[config.mk]
export PLATFORM = sky130hd
export DESIGN_NAME = tg_pwrup_seq_flat
export DESIGN_NICKNAME = d
export VERILOG_FILES = /design/src/rtl/tg_pwrup_seq_if.sv /design/src/rtl/tg_pwrup_seq.sv /design/src/flat_wrapper.sv
export SDC_FILE = /design/constraint.sdc
export NUM_CORES = 1
export LEC_CHECK = 0
export ABC_AREA = 1
export BUFFER_PORTS_ARGS = -buffer_cell sky130_fd_sc_hd__buf_2
export CORE_AREA = 2 2 54 61
export DETAILED_ROUTE_END_ITERATION = 12
export DIE_AREA = 0 0 56 63
export MAX_ROUTING_LAYER = met4
export PLACE_DENSITY = 0.65
export SLEW_MARGIN = 20
export SYNTH_ARGS = -nofsm -noshare
export SYNTH_HDL_FRONTEND = slang
export SYNTH_SLANG_ARGS = --single-unit
[constraint.sdc]
create_clock -name clk -period 3.6 [get_ports clk]
set_input_delay 0.36 -clock clk [delete_from_list [all_inputs] [get_ports clk]]
set_output_delay 0.36 -clock clk [all_outputs]
set_load 0.05 [all_outputs]
[src/rtl/tg_pwrup_seq_if.sv]
// Handshake bundle between the reset/config side and the power-up sequencer:
// request inputs, per-step delays, staged enables and status.
interface tg_pwrup_seq_if #(
    parameter int CNT_W = 4
);
    logic             start;
    logic             abort;
    logic [CNT_W-1:0] dly1;
    logic [CNT_W-1:0] dly2;
    logic [CNT_W-1:0] dly3;
    logic             en1;
    logic             en2;
    logic             en3;
    logic             busy;
    logic             done;
    logic             aborted;
    logic [2:0]       state;

    modport master (
        output start, abort, dly1, dly2, dly3,
        input  en1, en2, en3, busy, done, aborted, state
    );

    modport slave (
        input  start, abort, dly1, dly2, dly3,
        output en1, en2, en3, busy, done, aborted, state
    );
endinterface

[src/rtl/tg_pwrup_seq.sv]
// Power-up sequencer: after start, raises en1..en3 one at a time, each after its
// own captured delay; abort unwinds the raised enables highest first.
module tg_pwrup_seq #(
    parameter int CNT_W = 4
) (
    input  logic               clk,
    input  logic               rst_n,
    tg_pwrup_seq_if.slave      bus
);

    typedef enum logic [2:0] {
        S_IDLE  = 3'd0,
        S_WAIT1 = 3'd1,
        S_WAIT2 = 3'd2,
        S_WAIT3 = 3'd3,
        S_DONE  = 3'd4,
        S_PWRDN = 3'd5
    } state_t;

    state_t           r_state;
    state_t           w_state_nxt;
    logic [CNT_W-1:0] r_cnt;
    logic [CNT_W-1:0] w_cnt_nxt;
    logic [CNT_W-1:0] r_dly2;
    logic [CNT_W-1:0] w_dly2_nxt;
    logic [CNT_W-1:0] r_dly3;
    logic [CNT_W-1:0] w_dly3_nxt;
    logic             r_en1;
    logic             r_en2;
    logic             r_en3;
    logic             r_busy;
    logic             r_done;
    logic             r_aborted;
    logic             w_en1_nxt;
    logic             w_en2_nxt;
    logic             w_en3_nxt;
    logic             w_busy_nxt;
    logic             w_done_nxt;
    logic             w_aborted_nxt;
    logic             w_cnt_zero;
    logic             w_go;

    assign w_cnt_zero = (r_cnt == {CNT_W{1'b0}});
    // abort beats a simultaneous start in IDLE
    assign w_go       = bus.start & ~bus.abort;

    // State, datapath and output registers
    always_ff @(posedge clk or negedge rst_n) begin
        if (!rst_n) begin
            r_state   <= S_IDLE;
            r_cnt     <= {CNT_W{1'b0}};
            r_dly2    <= {CNT_W{1'b0}};
            r_dly3    <= {CNT_W{1'b0}};
            r_en1     <= 1'b0;
            r_en2     <= 1'b0;
            r_en3     <= 1'b0;
            r_busy    <= 1'b0;
            r_done    <= 1'b0;
            r_aborted <= 1'b0;
        end else begin
            r_state   <= w_state_nxt;
            r_cnt     <= w_cnt_nxt;
            r_dly2    <= w_dly2_nxt;
            r_dly3    <= w_dly3_nxt;
            r_en1     <= w_en1_nxt;
            r_en2     <= w_en2_nxt;
            r_en3     <= w_en3_nxt;
            r_busy    <= w_busy_nxt;
            r_done    <= w_done_nxt;
            r_aborted <= w_aborted_nxt;
        end
    end

    // Next-state selection
    always_comb begin
        w_state_nxt = r_state;
        case (r_state)
            S_IDLE: begin
                if (w_go) w_state_nxt = S_WAIT1;
                else      w_state_nxt = S_IDLE;
            end
            S_WAIT1: begin
                if (bus.abort)       w_state_nxt = S_PWRDN;
                else if (w_cnt_zero) w_state_nxt = S_WAIT2;
                else                 w_state_nxt = S_WAIT1;
            end
            S_WAIT2: begin
                if (bus.abort)       w_state_nxt = S_PWRDN;
                else if (w_cnt_zero) w_state_nxt = S_WAIT3;
                else                 w_state_nxt = S_WAIT2;
            end
            S_WAIT3: begin
                if (bus.abort)       w_state_nxt = S_PWRDN;
                else if (w_cnt_zero) w_state_nxt = S_DONE;
                else                 w_state_nxt = S_WAIT3;
            end
            S_DONE: begin
                if (bus.abort) w_state_nxt = S_PWRDN;
                else           w_state_nxt = S_DONE;
            end
            S_PWRDN: begin
                if (!r_en3 && !r_en2) w_state_nxt = S_IDLE;
                else                  w_state_nxt = S_PWRDN;
            end
            default: w_state_nxt = S_IDLE;
        endcase
    end

    // Counter, captured delays and next values of the registered outputs
    always_comb begin
        w_cnt_nxt     = r_cnt;
        w_dly2_nxt    = r_dly2;
        w_dly3_nxt    = r_dly3;
        w_en1_nxt     = r_en1;
        w_en2_nxt     = r_en2;
        w_en3_nxt     = r_en3;
        w_aborted_nxt = r_aborted;
        case (r_state)
            S_IDLE: begin
                if (w_go) begin
                    w_cnt_nxt     = bus.dly1;
                    w_dly2_nxt    = bus.dly2;
                    w_dly3_nxt    = bus.dly3;
                    w_aborted_nxt = 1'b0;
                end else begin
                    w_cnt_nxt     = r_cnt;
                end
            end
            S_WAIT1: begin
                if (bus.abort) begin
                    w_aborted_nxt = 1'b1;
                end else if (w_cnt_zero) begin
                    w_en1_nxt = 1'b1;
                    w_cnt_nxt = r_dly2;
                end else begin
                    w_cnt_nxt = r_cnt - {{(CNT_W-1){1'b0}}, 1'b1};
                end
            end
            S_WAIT2: begin
                if (bus.abort) begin
                    w_aborted_nxt = 1'b1;
                end else if (w_cnt_zero) begin
                    w_en2_nxt = 1'b1;
                    w_cnt_nxt = r_dly3;
                end else begin
                    w_cnt_nxt = r_cnt - {{(CNT_W-1){1'b0}}, 1'b1};
                end
            end
            S_WAIT3: begin
                if (bus.abort) begin
                    w_aborted_nxt = 1'b1;
                end else if (w_cnt_zero) begin
                    w_en3_nxt = 1'b1;
                end else begin
                    w_cnt_nxt = r_cnt - {{(CNT_W-1){1'b0}}, 1'b1};
                end
            end
            S_DONE: begin
                if (bus.abort) w_aborted_nxt = 1'b1;
                else           w_aborted_nxt = r_aborted;
            end
            S_PWRDN: begin
                // unwind highest enable first, one per edge
                if (r_en3)      w_en3_nxt = 1'b0;
                else if (r_en2) w_en2_nxt = 1'b0;
                else            w_en1_nxt = 1'b0;
            end
            default: begin
                w_en1_nxt = 1'b0;
                w_en2_nxt = 1'b0;
                w_en3_nxt = 1'b0;
            end
        endcase
        w_busy_nxt = (w_state_nxt != S_IDLE) && (w_state_nxt != S_DONE);
        w_done_nxt = (w_state_nxt == S_DONE);
    end

    assign bus.en1     = r_en1;
    assign bus.en2     = r_en2;
    assign bus.en3     = r_en3;
    assign bus.busy    = r_busy;
    assign bus.done    = r_done;
    assign bus.aborted = r_aborted;
    assign bus.state   = r_state;

endmodule
[src/flat_wrapper.sv]
// flat-port wrapper written by rule: the top's interface ports become plain ports
module tg_pwrup_seq_flat 
#(
    parameter int CNT_W = 4
)
  (clk, rst_n, bus_start, bus_abort, bus_dly1, bus_dly2, bus_dly3, bus_en1, bus_en2, bus_en3, bus_busy, bus_done, bus_aborted, bus_state);
  tg_pwrup_seq_if #(.CNT_W(CNT_W)) bus_i ();
  input  logic clk;
  input  logic rst_n;
  input wire logic [$bits(bus_i.start)-1:0] bus_start;
  input wire logic [$bits(bus_i.abort)-1:0] bus_abort;
  input wire logic [$bits(bus_i.dly1)-1:0] bus_dly1;
  input wire logic [$bits(bus_i.dly2)-1:0] bus_dly2;
  input wire logic [$bits(bus_i.dly3)-1:0] bus_dly3;
  output wire logic [$bits(bus_i.en1)-1:0] bus_en1;
  output wire logic [$bits(bus_i.en2)-1:0] bus_en2;
  output wire logic [$bits(bus_i.en3)-1:0] bus_en3;
  output wire logic [$bits(bus_i.busy)-1:0] bus_busy;
  output wire logic [$bits(bus_i.done)-1:0] bus_done;
  output wire logic [$bits(bus_i.aborted)-1:0] bus_aborted;
  output wire logic [$bits(bus_i.state)-1:0] bus_state;
  assign bus_i.start = bus_start;
  assign bus_i.abort = bus_abort;
  assign bus_i.dly1 = bus_dly1;
  assign bus_i.dly2 = bus_dly2;
  assign bus_i.dly3 = bus_dly3;
  assign bus_en1 = bus_i.en1;
  assign bus_en2 = bus_i.en2;
  assign bus_en3 = bus_i.en3;
  assign bus_busy = bus_i.busy;
  assign bus_done = bus_i.done;
  assign bus_aborted = bus_i.aborted;
  assign bus_state = bus_i.state;
  tg_pwrup_seq #(.CNT_W(CNT_W)) u_core (.clk(clk), .rst_n(rst_n), .bus(bus_i));
endmodule
==> reports/results.txt, run 1 <==
Outcome = complete, but fails checks
Failing checks = negative hold slack
Critical path's slowest cell = dfrtp_1
Post-DP HPWL = 2.142 mm
Fin. max-slew vios = 0
Starting Density = 42.90%
Max_cap viols = 0
Worst path max stage delay = 0.43 ns
Initial drt markers = 17
Std cell rows = 21
Minimum clock period = 1.593 ns
Hold buffer count at cts = 0
Vias in the first global route = 1139
Clk_lat worst skew = 0.31 ns
Residual DRC count = 0
Crit Reg-Reg Startpoint = u_core.r_cnt[0]$_DFFE_PN0P_
CP top delay family = simple AND/OR/NAND/NOR gates
RSZ-0062 raised after global routing = no
Hold WS = -0.01301 ns
Die Height = 63 um
Die footprint = 3528 um^2
Synthesis Warnings = 0
Largest area contributor in the netlist = dfrtp_1
Cell variety after synth = 22
Final nets = 223
Fraction of layout cells with a size suffix above 1 = 23.53%
Synth top area cells = dfrtp_1 (42%), nand2_1 (18%), inv_1 (5.6%)
Syn-to-layout area delta = 13.78%
Final setup vio count = 0
Syn Area/Cell = 7.092 um^2
Hold Fails Final Rpt = 21
VDD IR max = 0.4765 mV
CTS clk-pin slew, worst paths = 0.13 ns
PwrDens = 861.8 nW/um^2
Cts repair resizes = 0
CTS tree = done
Max-slew headroom = 67.59%
Root buf cell = clkbuf_4
RePlAce Congestion = 0.8865
Yosys reg bits = 21
P_leak = 0.8252 nW
WL per Instance = 11.55 um
First-pass GRT wire length = 4.988 mm
Final worst slack = 2.007 ns
Setup bufs post-CTS = 0
Clock Skew = 0.004466 ns
Initial antenna violation count = 0
Routed via count = 1182
Via/cell ratio = 4.966
CP Max Fanout = 8
Fmax = 627.8 MHz
Critical-path cell list = inv_1 -> ha_1 -> nand2_2 -> nor2_4 -> o21ai_0 -> nor2_1 -> nand2_1 -> nor2_2
Grt total ovfl = 0
Share of the synthesized area in the top cell type = 41.63%
Pin count of the biggest net entering global routing = 22
Ant diodes = 0
CP Launch Type = register
Slew @ Worst Pin = 0.4861 ns
Pre-CTS setup slack = 2.059 ns
Post-Syn Nets = 196
CTS buffer count = 3
Detail Route Antenna Nets = 0
# IOs = 25
Port buffer count = 24
Worst min-delay path category = in -> async
Post-Synthesis Cells = 178
Commonest non-fill, non-tap cell in the layout = nand2_1
Maximum buffer depth of the clock tree = 2
Mapped Area = 1262 um^2
Final period utilization = 44.25%
Commonest cells after routing, fill and taps aside = nand2_1 (59), buf_2 (24), dfrtp_1 (21)
Setup Crit Path Kind = reg -> reg
WP data arrival = 1.84 ns
Drt total wl = 2.749 mm
Sum Neg Setup Slack = 0 ns
CP endpoint kind = register
First drt pass iteration count = 5
Core ar. = 2943 um^2
H-tree depth = 1
Die width = 56 um
Worst setup path start = u_core.r_cnt[0]$_DFFE_PN0P_
CP bufs+invs = 1
Seq/Total Area, Yosys = 41.63%
GRT Util Overall = 17.87%
Critical path required time = 3.85 ns
Sink Count = 21
## state kept, by name (all words and copies together), names as in the netlist
signal / flops
u_core.bus.en1: 1
u_core.bus.en2: 1
u_core.bus.state: 3
u_core.bus.aborted: 1
u_core.r_dly3: 4
u_core.r_dly2: 4
u_core.r_cnt: 4
u_core.bus.en3: 1
u_core.bus.done: 1
u_core.bus.busy: 1
## per-stage QoR
step                      instances  cell area, um^2  utilization (%)  total power (W)
after global routing            238             1436            48.81         0.001374
after detailed placement        234             1409            47.87         0.001122
after CTS                       238             1436            48.81         0.001245
after floorplan                 178             1262                -        0.0009730
after global placement          234             1409            47.87         0.001107
final                           238             1436            48.81         0.001238
## worst paths after layout
kind / slack [ns] / cells after the start / endpoint
setup / recovery: 2.01 / 8 / u_core.bus.done$_DFF_PN0_
hold / removal: -0.01 / 1 / u_core.r_cnt[3]$_DFFE_PN0P_
setup reg to reg: 2.01 / 8 / u_core.bus.done$_DFF_PN0_
hold reg to reg: 0.50 / 2 / u_core.r_dly2[3]$_DFFE_PN0P_
max in group asynchronous: 3.28 / 1 / u_core.bus.done$_DFF_PN0_
min in group clk: 0.23 / 3 / u_core.r_dly3[2]$_DFFE_PN0P_
## area by class of cell
type / count / area, um^2
fill: 308 / 1506
multi-input combinational: 128 / 619.3
sequential: 21 / 525.5
timing repair buffer: 24 / 120.1
inverter: 27 / 101.3
tap: 34 / 42.54
clock buffer: 3 / 22.52
clock inverter: 1 / 5.005
## kinds of logic (layout without fill, tap and decap cells)
kind of cell	after synthesis	count (layout)	synth area share, %
AO/OA/AOI/OAI	20	20	8.721
adder cells (fa/ha/maj)	2	2	1.982
buffers and inverters	29	55	9.316
AND/OR/NAND/NOR	104	104	36.97
flip-flops	21	21	41.63
XOR/XNOR	2	2	1.388
## power by group
group / switching (W) / leakage [nW] / internal, W
Combinational: 0.000497 / 0.544 / 0.000214
Sequential: 0.0000738 / 0.264 / 0.000332
Clock: 0.0000795 / 0.0177 / 0.0000414
Total: 0.000650 / 0.825 / 0.000588
## synth_stat cells
| cell type | n |
|---|---|
| nand2_1 | 59 |
| dfrtp_1 | 21 |
| inv_1 | 19 |
| nor2_1 | 18 |
| nand3_1 | 12 |
| inv_2 | 8 |
| a21oi_1 | 7 |
| o21ai_0 | 7 |
| nand2_2 | 4 |
| nand4_1 | 4 |
| o21ai_1 | 4 |
| nor2_2 | 3 |
| ha_1 | 2 |
| nand3_2 | 2 |
| buf_2 | 1 |
| buf_6 | 1 |
| nand3_4 | 1 |
| nor2_4 | 1 |
| o211ai_2 | 1 |
| o21a_1 | 1 |
| xnor2_1 | 1 |
| xor2_1 | 1 |
## per-layer routing
layer	global-route usage (%)	wire length, um	vias to the layer above
li1	-	-	608
met1	24.64	1261	532
met2	26.91	1312	38
met3	2.899	142	4
met4	5.655	33	0
met5	-	0	-
No activity file was read; power rests on OpenSTA's default activity.
==> inputs of run 2 (changes only) <==
--- a/config.mk
+++ b/config.mk
@@ -5,11 +5,11 @@
 export SDC_FILE = /design/constraint.sdc
 export NUM_CORES = 1
 export LEC_CHECK = 0
-export ABC_AREA = 1
+export ABC_AREA = 0
 export BUFFER_PORTS_ARGS = -buffer_cell sky130_fd_sc_hd__buf_2
-export CORE_AREA = 2 2 54 61
+export CORE_AREA = 2 2 52 59
 export DETAILED_ROUTE_END_ITERATION = 12
-export DIE_AREA = 0 0 56 63
+export DIE_AREA = 0 0 54 61
 export MAX_ROUTING_LAYER = met4
 export PLACE_DENSITY = 0.65
 export SLEW_MARGIN = 20
==> constraint.sdc (replaced) <==
create_clock -name clk -period 1.6 [get_ports clk]
set_input_delay 0.16 -clock clk [delete_from_list [all_inputs] [get_ports clk]]
set_output_delay 0.16 -clock clk [all_outputs]
set_load 0.05 [all_outputs]
==> run 2 against run 1 <==
  * The flow now finishes without violations
  * Global-route usage grew 0.66 points
  * Sequential cell count is the same
  * Utilization grew 7.3 points
  * Total power grew 140%
  * Sequential share of layout area shrank 1.7 points
  * Non-clock buffer count grew 17
  * Maximum frequency grew 1.9%
  * Largest cell class unchanged
==> reports/results.txt, run 2 <==
Outcome = finished clean
Share of the synthesized area in the top cell type = 45.36% (+3.7 points)
Detail Route Antenna Nets = 0 (unchanged)
Final worst slack = 0.03707 ns (-1.970 ns)
Worst min-delay path category = in -> reg
End of the worst register-to-register path = u_core.bus.done$_DFF_PN0_
Initial drt markers = 19 (+2)
Final period utilization = 97.68% (+53 points)
Clock Skew = 0.0008824 ns (-0.003583 ns)
Minimum clock period = 1.563 ns (-0.02997 ns)
Commonest non-fill, non-tap cell in the layout = buf_2
Commonest cells after routing, fill and taps aside = buf_2 (24), dfrtp_1 (18), buf_4 (14)
Post-Synthesis Cells = 109 (-39%)
Critical Path End = u_core.bus.done$_DFF_PN0_
Fraction of registers with async set/reset = 100.0% (unchanged)
Maximum buffer depth of the clock tree = 2 (unchanged)
Syn-to-layout area delta = 30.89%
Critical-path cell list = inv_2 -> ha_4 -> nor3b_4 -> buf_4 -> a211o_1 -> a31oi_4 -> and2_1
First drt pass iteration count = 4 (-1)
Root buf cell = clkbuf_4
Reg2Reg Depth = 7 (-1)
Yosys reg bits = 21 (unchanged)
Worst path max stage delay = 0.40 ns (-0.03 ns)
Ant diodes = 0 (unchanged)
WP data arrival = 1.82 ns (-0.02 ns)
CP bufs+invs = 2 (+1)
GRT Util Overall = 18.54% (+0.66 points)
Post-route insts no fill = 182 (-24%)
CP top delay family = compound AO/OA/AOI/OAI gates
Largest area contributor in the netlist = dfrtp_1
Clk_lat worst skew = 0.31 ns (about the same)
Critical path required time = 1.86 ns (-1.99 ns)
Top_reg_cell synth = dfrtp_1
Vias in the first global route = 918 (-19%)
Residual DRC count = 0 (unchanged)
Syn Area/Cell = 10.63 um^2 (+50%)
Routed via count = 970 (-18%)
RePlAce Congestion = 0.8842 (-0.26%)
CP Max Fanout = 4 (-4)
Hold Fails Final Rpt = 0 (-100%)
VDD IR max = 1.046 mV (+120%)
DP Cell Count = 170 (-27%)
Final nets = 168 (-25%)
Top post-synthesis cells by count = dfrtp_1 (21), mux2_1 (8), nor2_1 (8), inv_1 (6), nand2_1 (6)
Final Instance Area = 1516 um^2 (+5.6%)
Fmax = 639.8 MHz (+1.9%)
Post-synth EDFFs = 0 (unchanged)
P_leak = 0.7007 nW (-15%)
Critical path's slowest cell = dfrtp_1
CTS buffer count = 3 (unchanged)
Largest registers = u_core.r_cnt (4), u_core.r_dly2 (4), u_core.r_dly3 (4)
Starting Density = 42.87% (about the same)
Die Height = 61 um (-3.2%)
R2r setup slk = 0.04 ns (-1.97 ns)
Hold WS = 0.05457 ns (+0.06758 ns)
CTS tree = done
Fin. max-slew vios = 0 (unchanged)
Synthesis Warnings = 0 (unchanged)
Critical path depth = 7 (-1)
Crit Reg-Reg Startpoint = u_core.r_cnt[1]$_DFFE_PN0P_
Grt total ovfl = 0 (unchanged)
Die width = 54 um (-3.6%)
Setup Crit Path Kind = reg -> reg
Drt total wl = 2.675 mm (-2.7%)
Cell variety after synth = 45 (+100%)
Port buffer count = 24 (unchanged)
Placed instance area = 1366 um^2 (-3.0%)
H-tree depth = 1 (unchanged)
Pre-CTS setup slack = -0.09775 ns (-2.157 ns)
Final Util = 56.11% (+7.3 points)
Post-Syn Nets = 127 (-35%)
Worst setup path start = u_core.r_cnt[1]$_DFFE_PN0P_
Synth top area cells = dfrtp_1 (45%), mux2_1 (7.8%), nor2_1 (2.6%)
Count leader, synth = dfrtp_1
CP endpoint kind = register
# IOs = 25 (unchanged)
CP Launch Type = register
Initial antenna violation count = 0 (unchanged)
Final setup vio count = 0 (unchanged)
Max_cap viols = 0 (unchanged)
Seq/Total Area, Yosys = 45.36% (+3.7 points)
Post-DP HPWL = 1.856 mm (-13%)
PwrDens = 1958 nW/um^2 (+130%)
First-pass GRT wire length = 4.229 mm (-15%)
Core ar. = 2703 um^2 (-8.2%)
CTS clk-pin slew, worst paths = 0.13 ns (about the same)
Sink Count = 21 (unchanged)
Pin count of the biggest net entering global routing = 22 (unchanged)
RSZ-0062 raised after global routing = yes
Via/cell ratio = 5.330 (+7.3%)
Fraction of layout cells with a size suffix above 1 = 42.95% (+19 points)
Max-slew headroom = 68.60% (+1.0 points)
Mapped Area = 1159 um^2 (-8.2%)
Std cell rows = 20 (-4.8%)
Slew @ Worst Pin = 0.4710 ns (-0.01516 ns)
WL per Instance = 14.70 um (+27%)
Die footprint = 3294 um^2 (-6.6%)
[run 2: kinds of logic (layout without fill, tap and decap cells)]
group | Yosys count | in the layout | synth area share, %
AO/OA/AOI/OAI | 35 | 35 | 22.36
AND/OR/NAND/NOR | 29 | 29 | 15.12
flip-flops | 21 | 21 | 45.36
multiplexers | 8 | 8 | 7.776
XOR/XNOR | 2 | 2 | 1.512
buffers and inverters | 12 | 52 | 5.723
adder cells (fa/ha/maj) | 2 | 2 | 2.159
[run 2: layout make-up]
| type | count | area, um^2 |
|---|---|---|
| multi-input combinational | 76 | 625.6 |
| tap | 33 | 41.29 |
| inverter | 7 | 26.28 |
| clock buffer | 3 | 22.52 |
| timing repair buffer | 41 | 266.5 |
| clock inverter | 1 | 5.005 |
| fill | 252 | 1186 |
| sequential | 21 | 529.3 |
[run 2: per-layer routing]
metal  GRT usage (%)  wire, um  part of all wire (%)
met5               -         0                     0
met2           27.70      1297                    48
met3           2.463        85                   3.2
met1           24.88      1278                    48
met4           8.571        13                  0.49
[run 2: worst min path at each step]
stage	slack (ns)	startpoint	end	cells past startpoint
finish	0.05	bus_dly2[3]	u_core.r_dly2[3]$_DFFE_PN0P_	2
global route	0.05	bus_dly3[3]	u_core.r_dly3[3]$_DFFE_PN0P_	2
CTS	0.05	bus_dly3[3]	u_core.r_dly3[3]$_DFFE_PN0P_	2
detailed placement	0.15	rst_n	u_core.bus.done$_DFF_PN0_	1
global placement	0.14	rst_n	u_core.bus.done$_DFF_PN0_	1
floorplan	-0.14	rst_n	u_core.bus.aborted$_DFFE_PN0P_	0
[run 2: metrics by stage]
step / TNS (ns) / total power, W
5_1_grt: -0.06365 / 0.003171
6_report: 0 / 0.002970
2_1_floorplan: 0 / 0.002052
4_1_cts: 0 / 0.002830
3_3_place_gp: -0.01218 / 0.002420
3_5_place_dp: -0.4014 / 0.002470
[run 2: power breakdown]
| group | switching, W | internal [W] | leakage (nW) | total, W |
|---|---|---|---|---|
| logic | 0.000958 | 0.000749 | 0.434 | 0.00171 |
| clock network | 0.000177 | 0.0000934 | 0.0177 | 0.000271 |
| registers | 0.000218 | 0.000774 | 0.249 | 0.000992 |
| total | 0.00135 | 0.00162 | 0.701 | 0.00297 |
[run 2: what timing repair did]
action | CTS | global route
hold buffers | 1 | 0
gates resized for setup | 4 | 8
setup buffers | 4 | 3
pin swaps | 1 | 0
endpoints found under the setup margin | 7 | 14
hold endpoints to repair | 21 | 0
